File: src/rtl/pc_unit.sv
`default_nettype none
// ---------------------------------------------------------------------------
// pc_unit: program counter with prioritised next-PC select, RAS and EPC.
// Revision: 1.0
// ---------------------------------------------------------------------------
module pc_unit #(
  parameter int unsigned WIDTH      = 32,
  parameter logic [WIDTH-1:0] RESET_ADDR = '0,
  parameter logic [31:0] TRAP_VEC   = 32'h0000_0080,
  parameter int unsigned INC        = 4,
  parameter int unsigned RAS_DEPTH  = 4
) (
  input  logic             clk,
  input  logic             rst,
  input  logic             stall,
  input  logic             br_taken,
  input  logic [WIDTH-1:0] br_target,
  input  logic             jmp,
  input  logic             call,
  input  logic [WIDTH-1:0] jmp_target,
  input  logic             ret,
  input  logic             trap,
  input  logic             eret,
  output logic [WIDTH-1:0] pc,
  output logic [WIDTH-1:0] pc_plus,
  output logic [WIDTH-1:0] epc,
  output logic             ras_empty,
  output logic             ras_full,
  output logic             ras_err
);

  localparam int unsigned PW = $clog2(RAS_DEPTH);
  localparam logic [WIDTH-1:0] TRAP_ADDR = WIDTH'(TRAP_VEC);
  localparam logic [WIDTH-1:0] STEP      = WIDTH'(INC);
  localparam logic [PW:0]      FULL_CNT  = (PW+1)'(RAS_DEPTH);

  logic [WIDTH-1:0] ras_mem [RAS_DEPTH];
  logic [PW-1:0]    top;
  logic [PW-1:0]    top_inc;
  logic [PW:0]      count;
  logic [WIDTH-1:0] ras_top;

  logic [WIDTH-1:0] pc_next;
  logic [WIDTH-1:0] epc_next;
  logic             err_next;
  logic             push;
  logic             pop;
  logic             swap;

  assign pc_plus   = pc + STEP;
  assign ras_empty = (count == '0);
  assign ras_full  = (count == FULL_CNT);
  assign top_inc   = top + PW'(1);
  assign ras_top   = ras_mem[top];

  always_comb begin
    pc_next  = pc_plus;
    epc_next = epc;
    err_next = 1'b0;
    push     = 1'b0;
    pop      = 1'b0;
    swap     = 1'b0;
    if (trap) begin
      pc_next  = TRAP_ADDR;
      epc_next = pc;
    end else if (stall) begin
      pc_next = pc;
    end else if (eret) begin
      pc_next = epc;
    end else if (ret && ras_empty) begin
      // Underflowing return is promoted to a trap so software can recover.
      pc_next  = TRAP_ADDR;
      epc_next = pc;
      err_next = 1'b1;
    end else if (ret && call) begin
      pc_next = ras_top;
      swap    = 1'b1;
    end else if (ret) begin
      pc_next = ras_top;
      pop     = 1'b1;
    end else if (call) begin
      pc_next = jmp_target;
      push    = 1'b1;
    end else if (jmp) begin
      pc_next = jmp_target;
    end else if (br_taken) begin
      pc_next = br_target;
    end
  end

  always_ff @(posedge clk or posedge rst) begin
    if (rst) begin
      pc      <= RESET_ADDR;
      epc     <= '0;
      ras_err <= 1'b0;
      top     <= '0;
      count   <= '0;
    end else begin
      pc      <= pc_next;
      epc     <= epc_next;
      ras_err <= err_next;
      if (push) begin
        top <= top_inc;
        if (!ras_full) count <= count + 1'b1;
      end else if (pop) begin
        top   <= top - PW'(1);
        count <= count - 1'b1;
      end
    end
  end

  // Entry storage carries no reset; a full push overwrites the oldest slot.
  always_ff @(posedge clk) begin
    if (push)      ras_mem[top_inc] <= pc_plus;
    else if (swap) ras_mem[top]     <= pc_plus;
  end

endmodule
`default_nettype wire

File: config.mk
export PLATFORM = sky130hd
export DESIGN_NAME = pc_unit
export DESIGN_NICKNAME = d
export VERILOG_FILES = /design/src/rtl/pc_unit.sv
export SDC_FILE = /design/constraint.sdc
export NUM_CORES = 1
export LEC_CHECK = 0
export CAP_MARGIN = 20
export CORE_MARGIN = 2
export CORE_UTILIZATION = 30
export DETAILED_ROUTE_END_ITERATION = 12
export GPL_TIMING_DRIVEN = 0
export MAX_ROUTING_LAYER = met4
export SLEW_MARGIN = 40
export SYNTH_ARGS = -nofsm -noshare
export SYNTH_HDL_FRONTEND = slang
export SYNTH_SLANG_ARGS = --single-unit
export TNS_END_PERCENT = 50
File: constraint.sdc
create_clock -name clk -period 3.1 [get_ports clk]
set_input_delay 0.31 -clock clk [delete_from_list [all_inputs] [get_ports clk]]
set_output_delay 0.31 -clock clk [all_outputs]
set_load 0.02 [all_outputs]
# --- Word level (Yosys, flattened, before mapping) ---
# Memory sizes are Yosys's and may differ from the RTL's.
# Cells that the tools add are included.
word_totals:
  register_bits: 70
  mem_bits_rw: 128
  in_bits: 73
  out_inout_bits: 99
  word_cells: 71
  memories: 1
classes:
  add_sub_neg: 5
  eq_ne: 4
  muxes: 48
  reduce_logical: 8
mem_list:
  columns: ["memory", "words", "word_bits", "read_ports", "rd_ports_with_merged_regs", "write_ports", "line", "text"]
  rows:
  - ["ras_mem", 4, 32, 1, 0, 1, "37", "logic [WIDTH-1:0] ras_mem [RAS_DEPTH];"]
ops:
  columns: ["operator", "count"]
  rows:
  - ["$mux 32", 14]
  - ["$add 32x3->32 const B", 1]
  - ["$reduce_or 32->1", 1]
  - ["$mux 1", 28]
  - ["$mux 3", 3]
  - ["$mux 2", 3]
  - ["$ne 2x2->1 const B", 2]
  - ["$reduce_bool 2->1", 2]
  - ["$add 3x1->3 const B", 1]
  - ["$eq 3x3->1 const B", 1]
  - ["$logic_not 3->1", 1]
  - ["$reduce_and 3->1", 1]
  - ["$sub 3x1->3 const B", 1]
  - ["$add 2x1->2 const B", 1]
  - ["$logic_and 1x1->1", 2]
  - ["$ne 2x1->1 const B", 1]
  - ["$reduce_and 2->1", 1]
  - ["$sub 2x1->2 const B", 1]

# --- Longest topological paths before layout ---
logic_depth:
  ltp_word: 11
  mapped_depth: 8
  depth_no_buf: 6

# --- Worst setup path after synthesis ---
# No wires, ideal clock.
synth_timing:
  path_type: "reg2reg"
  start: "reg top[1]"
  end: "mem ras_mem[2][0], enable pin"
  setup_ns: 0.421
  arrival_time_ns: 2.908
  required_ns: 2.679
  path_slack_ns: -0.229
  stages_incl_launch_ff: 8
  n_path_buf: 3
  period_less_slack_ns: 3.329
  cell_sequence: "dfrtp_1 > clkbuf_1 > buf_1 > buf_2 > inv_1 > nor3_1 > a31oi_1 > nor2_1"
synth_between:
  elab_chain_cells: 2
synth_lines:
  columns: ["item", "line", "text"]
  rows:
  - ["start, declared", "38", "logic [PW-1:0] top;"]
  - ["start signal, assigned", "103", "top <= top_inc;"]
  - ["start signal, assigned", "106", "top <= top - PW'(1);"]
  - ["$add 2x1->2", "53", "assign top_inc = top + PW'(1);"]
  - ["$mux 2 (no source line) (*)", null, null]
  - ["end, declared", "37", null]
# Every way passes the cells marked *; elsewhere a longest branch is shown, timed or not.

# --- Final worst setup path ---
layout_timing:
  start: "reg pc[26]"
  end: "out pc_plus[31]"
layout_between:
  elab_chain_cells: 1
layout_lines:
  columns: ["item", "line", "text"]
  rows:
  - ["start, declared", "24", "output logic [WIDTH-1:0] pc,"]
  - ["start signal, assigned", "99", "pc <= pc_next;"]
  - ["$add 32x3->32", "50", "assign pc_plus = pc + STEP;"]
  - ["end, declared", "25", "output logic [WIDTH-1:0] pc_plus,"]
# Every way passes these cells.

==> impl_summary.md <==
Logic synthesis
Of the synthesized area, sequential elements account for 58.4%. The register bit total from synthesis is 198. The synthesized net count is 860. After technology mapping, the gate count stands at 785.

The average size of a mapped cell is 12.2 um^2. The most instantiated flip-flop cell in the synthesis netlist is sky130_fd_sc_hd__edfxtp_1. In this run, synthesis inferred 128 flip-flops with an integrated enable. The share of flip-flops with an asynchronous set or reset is 35.4%.

For this run, the number of Yosys warnings is 0. The netlist area before placement is 9580 um^2. The number of library cell types mapped by synthesis is 67.

STA
Clock skew on the completed layout was measured at 0.0103 ns. The share of the cycle needed by the critical path after routing is 103%. Setup repair after global routing could not meet its margin everywhere. The total setup violations reported at the end of the flow is 2. Setup slack on the critical path of the routed design comes to -0.0961 ns. The relative max-transition margin is 39.5%. The final hold violation count is 0. The timing-limited maximum frequency is 313 MHz. The final critical path time including I/O delays and setup is 3.20 ns. The transition time at the pin with the least slew margin is 0.908 ns. The number of max-slew violations in the final report was 0.

Across all hold checks on the routed design, the worst slack comes to 0.236 ns.

Place
The cell area after placement is 12000 um^2. The half-perimeter wire length after detailed placement is 27700 um. The worst setup slack after placement is -0.578 ns. The final RePlAce weighted congestion is 0.960. The number of I/O port buffers is 169.

Layout
Relative to the synthesized area, the layout overhead comes to 35.0%. The final core utilization is 41.1%. The fraction of final layout cells with drive strength greater than 1 is 21.0%. The top cell types in the final layout, fill and taps aside, are sky130_fd_sc_hd__clkdlybuf4s50_1, sky130_fd_sc_hd__edfxtp_1, sky130_fd_sc_hd__nand2_1. The most common cell after layout, fill and taps aside is sky130_fd_sc_hd__clkdlybuf4s50_1. The repair_antennas step left the layout with diodes totalling 0.

The final-layout fill cell count is 2999. The finished cells cover 12900 um^2. For this run, the post-layout net count is 1075.

Routing
The routed length on met1 is 16100 um. The pre-antenna-repair detailed-routing pass consisted of 6 iterations. After detailed routing, the number of vias per cell comes to 5.76. Wire segments on met3 add up to 3370 um in the final route.

Wire segments on met2 add up to 17900 um in the final route. Routed signal wires occupy layers up through met4. The routed design has 38600 um of wire.

The via count is 8156. The residual antenna-violating net count after detailed routing is 0. After detailed routing, the average wire length per cell comes to 27.3 um. The post-detailed-route DRC marker count is 0. The first routing iteration left 879 violations.

Global route
The number of global-route vias before repair came to 7899. The number of antenna violations at the first check in global routing came to 0. The global-route wire length before repair is 54400 um.

The total global-route track usage is 23.7%. The aggregate global routing overflow is 0. The maximum number of pins on one net before global-route repair is 37.

Floorplanning
In this run the count of I/O pins placed on the die edge is 172. The area inside the core boundary is 31500 um^2. The standard-cell row count is 65. The initial cell density of the core is 30.4%.

The floorplan step defined a die boundary enclosing 33400 um^2. From bottom edge to top edge, the die measures 183 um. From left edge to right edge, the die measures 183 um.

Critical path
The worst register-to-register path begins at top[0]. The maximum net fanout on the critical path is 7. The critical path data arrival time is 2.89 ns. The worst setup path is launched from a register. The nature of the critical path endpoint is an output pin. The data required time at the worst endpoint is 2.79 ns.

Setup slack on the worst reg-to-reg path comes out at 0.19 ns. The critical path is of the register to output pin type. For the worst flop-to-flop path, the logic depth is 7. The endpoint of the most critical register-to-register path is ras_mem[3][1].

Status
The run finished, with violations left. The final reports fail on negative setup slack.

Clock network
Counting every sink on the clock net gives 198. The clock-pin slew on the worst setup and hold paths is 0.08 ns. No sink is reached through more buffers than the 2 on the longest clock path. The TritonCTS clock tree is built. The number of CTS-inserted buffers is 17. The insertion delay of the later-clocked pin in the worst-skew pair is 0.45 ns. The number of H-tree levels is 4. The root buffer cell is sky130_fd_sc_hd__clkbuf_16.

Worst hold path
The path category of the worst min-delay check is input pin to asynchronous set/reset pin.

Run
The number of max-cap violations is 0.

Pwr
The design draws 7.67 mW. The static leakage is 4.80 nW. IR analysis of the VDD net gives a maximum drop of 393 uV.

For this design the ratio of total power to cell area is 593 nW/um^2.
## flip-flops by register name, indices dropped and copies added, names as in the netlist
name / cells
ras_err: 1
count: 3
ras_mem: 128
pc: 32
top: 2
epc: 32
## how the worst max path moves through the flow
stage	cells after the start	to	start	slack [ns]
3_5_place_dp	6	pc_plus[31]	pc[23]	-0.58
4_1_cts	5	pc_plus[31]	pc[26]	-0.24
6_report	5	pc_plus[31]	pc[26]	-0.1
2_1_floorplan	6	ras_mem[1][0]	top[0]	-0.04
3_3_place_gp	6	ras_mem[1][3]	ret	-2.36
5_1_grt	6	pc_plus[29]	pc[13]	-0.16
## synthesized netlist by cell type (8+ instances only)
cell type	instances	area, um^2
sky130_fd_sc_hd__nor3_1	25	125
sky130_fd_sc_hd__mux2_2	26	293
sky130_fd_sc_hd__buf_2	8	40.0
sky130_fd_sc_hd__nand2_1	64	240
sky130_fd_sc_hd__a31oi_1	9	56.3
sky130_fd_sc_hd__nor4_1	11	68.8
sky130_fd_sc_hd__nand3_1	32	160
sky130_fd_sc_hd__or2_2	10	62.6
sky130_fd_sc_hd__a21oi_1	56	280
sky130_fd_sc_hd__dfrtp_1	70	1750
sky130_fd_sc_hd__mux4_2	32	721
sky130_fd_sc_hd__inv_1	16	60.1
sky130_fd_sc_hd__a211oi_1	9	67.6
sky130_fd_sc_hd__and3_1	10	62.6
sky130_fd_sc_hd__xor2_1	10	87.6
sky130_fd_sc_hd__edfxtp_1	128	3840
sky130_fd_sc_hd__o21ai_0	24	120
sky130_fd_sc_hd__clkbuf_1	42	158
sky130_fd_sc_hd__nor2_1	63	236
sky130_fd_sc_hd__xnor2_1	14	123
## cell families after synthesis
logic type	Yosys count	synth area share, %
AOI/OAI and AO/OA	170	11.9
buffers and inverters	77	3.28
adders and majority gates	2	0.340
xor gates and xnor gates	24	2.19
and+or+nand+nor	253	12.9
muxes	61	10.9
DFF	198	58.4
## layout make-up
cell class	instances	area, um^2	share of cell area (%)
Timing Repair Buffer	198	2000	15.4
Clock inverter	15	124	0.958
Inverter	17	68.8	0.532
Sequential cell	198	5620	43.4
Clock buffer	17	425	3.29
Multi-Input combinational cell	510	3930	30.4
Tap cell	402	503	3.89
Buffer	58	267	2.06
## per-layer routing
metal / track usage, % / vias up
li1: - / 3426
met5: - / -
met4: 8.39 / 0
met2: 36.3 / 500
met1: 31.9 / 4154
met3: 4.17 / 76
## timing repair
action / 4_1_cts / 5_1_grt
setup endpoints to repair: 46 / 37
pin swaps: 6 / 10
buffers inserted: 14 / 6
resized for setup: 75 / 15
hold buffers: 0 / 0
## report_power, final
part | internal, mW | leakage, nW | switching (mW) | total (mW)
clock network | 1.05 | 0.266 | 1.10 | 2.15
logic | 1.00 | 2.44 | 1.29 | 2.30
registers | 3.01 | 2.09 | 0.223 | 3.23
## critical path, cell delays in order (launching register included)
cell and delay, ns:
sky130_fd_sc_hd__dfrtp_2 0.52, sky130_fd_sc_hd__nand4_1 0.29, sky130_fd_sc_hd__nor4b_4 0.42, sky130_fd_sc_hd__nand4_1 0.30, sky130_fd_sc_hd__xnor2_2 0.27, sky130_fd_sc_hd__clkdlybuf4s50_1 0.64
## per-stage QoR
stage | setup TNS [ns] | std cells
after floorplan | -2.48 | 785
after global placement | -312.12 | 1356
after detailed placement | -25.41 | 1365
after CTS | -0.275 | 1410
after global routing | -0.336 | 1415
final | -0.103 | 1415
Power figures use the tool's default switching activity.
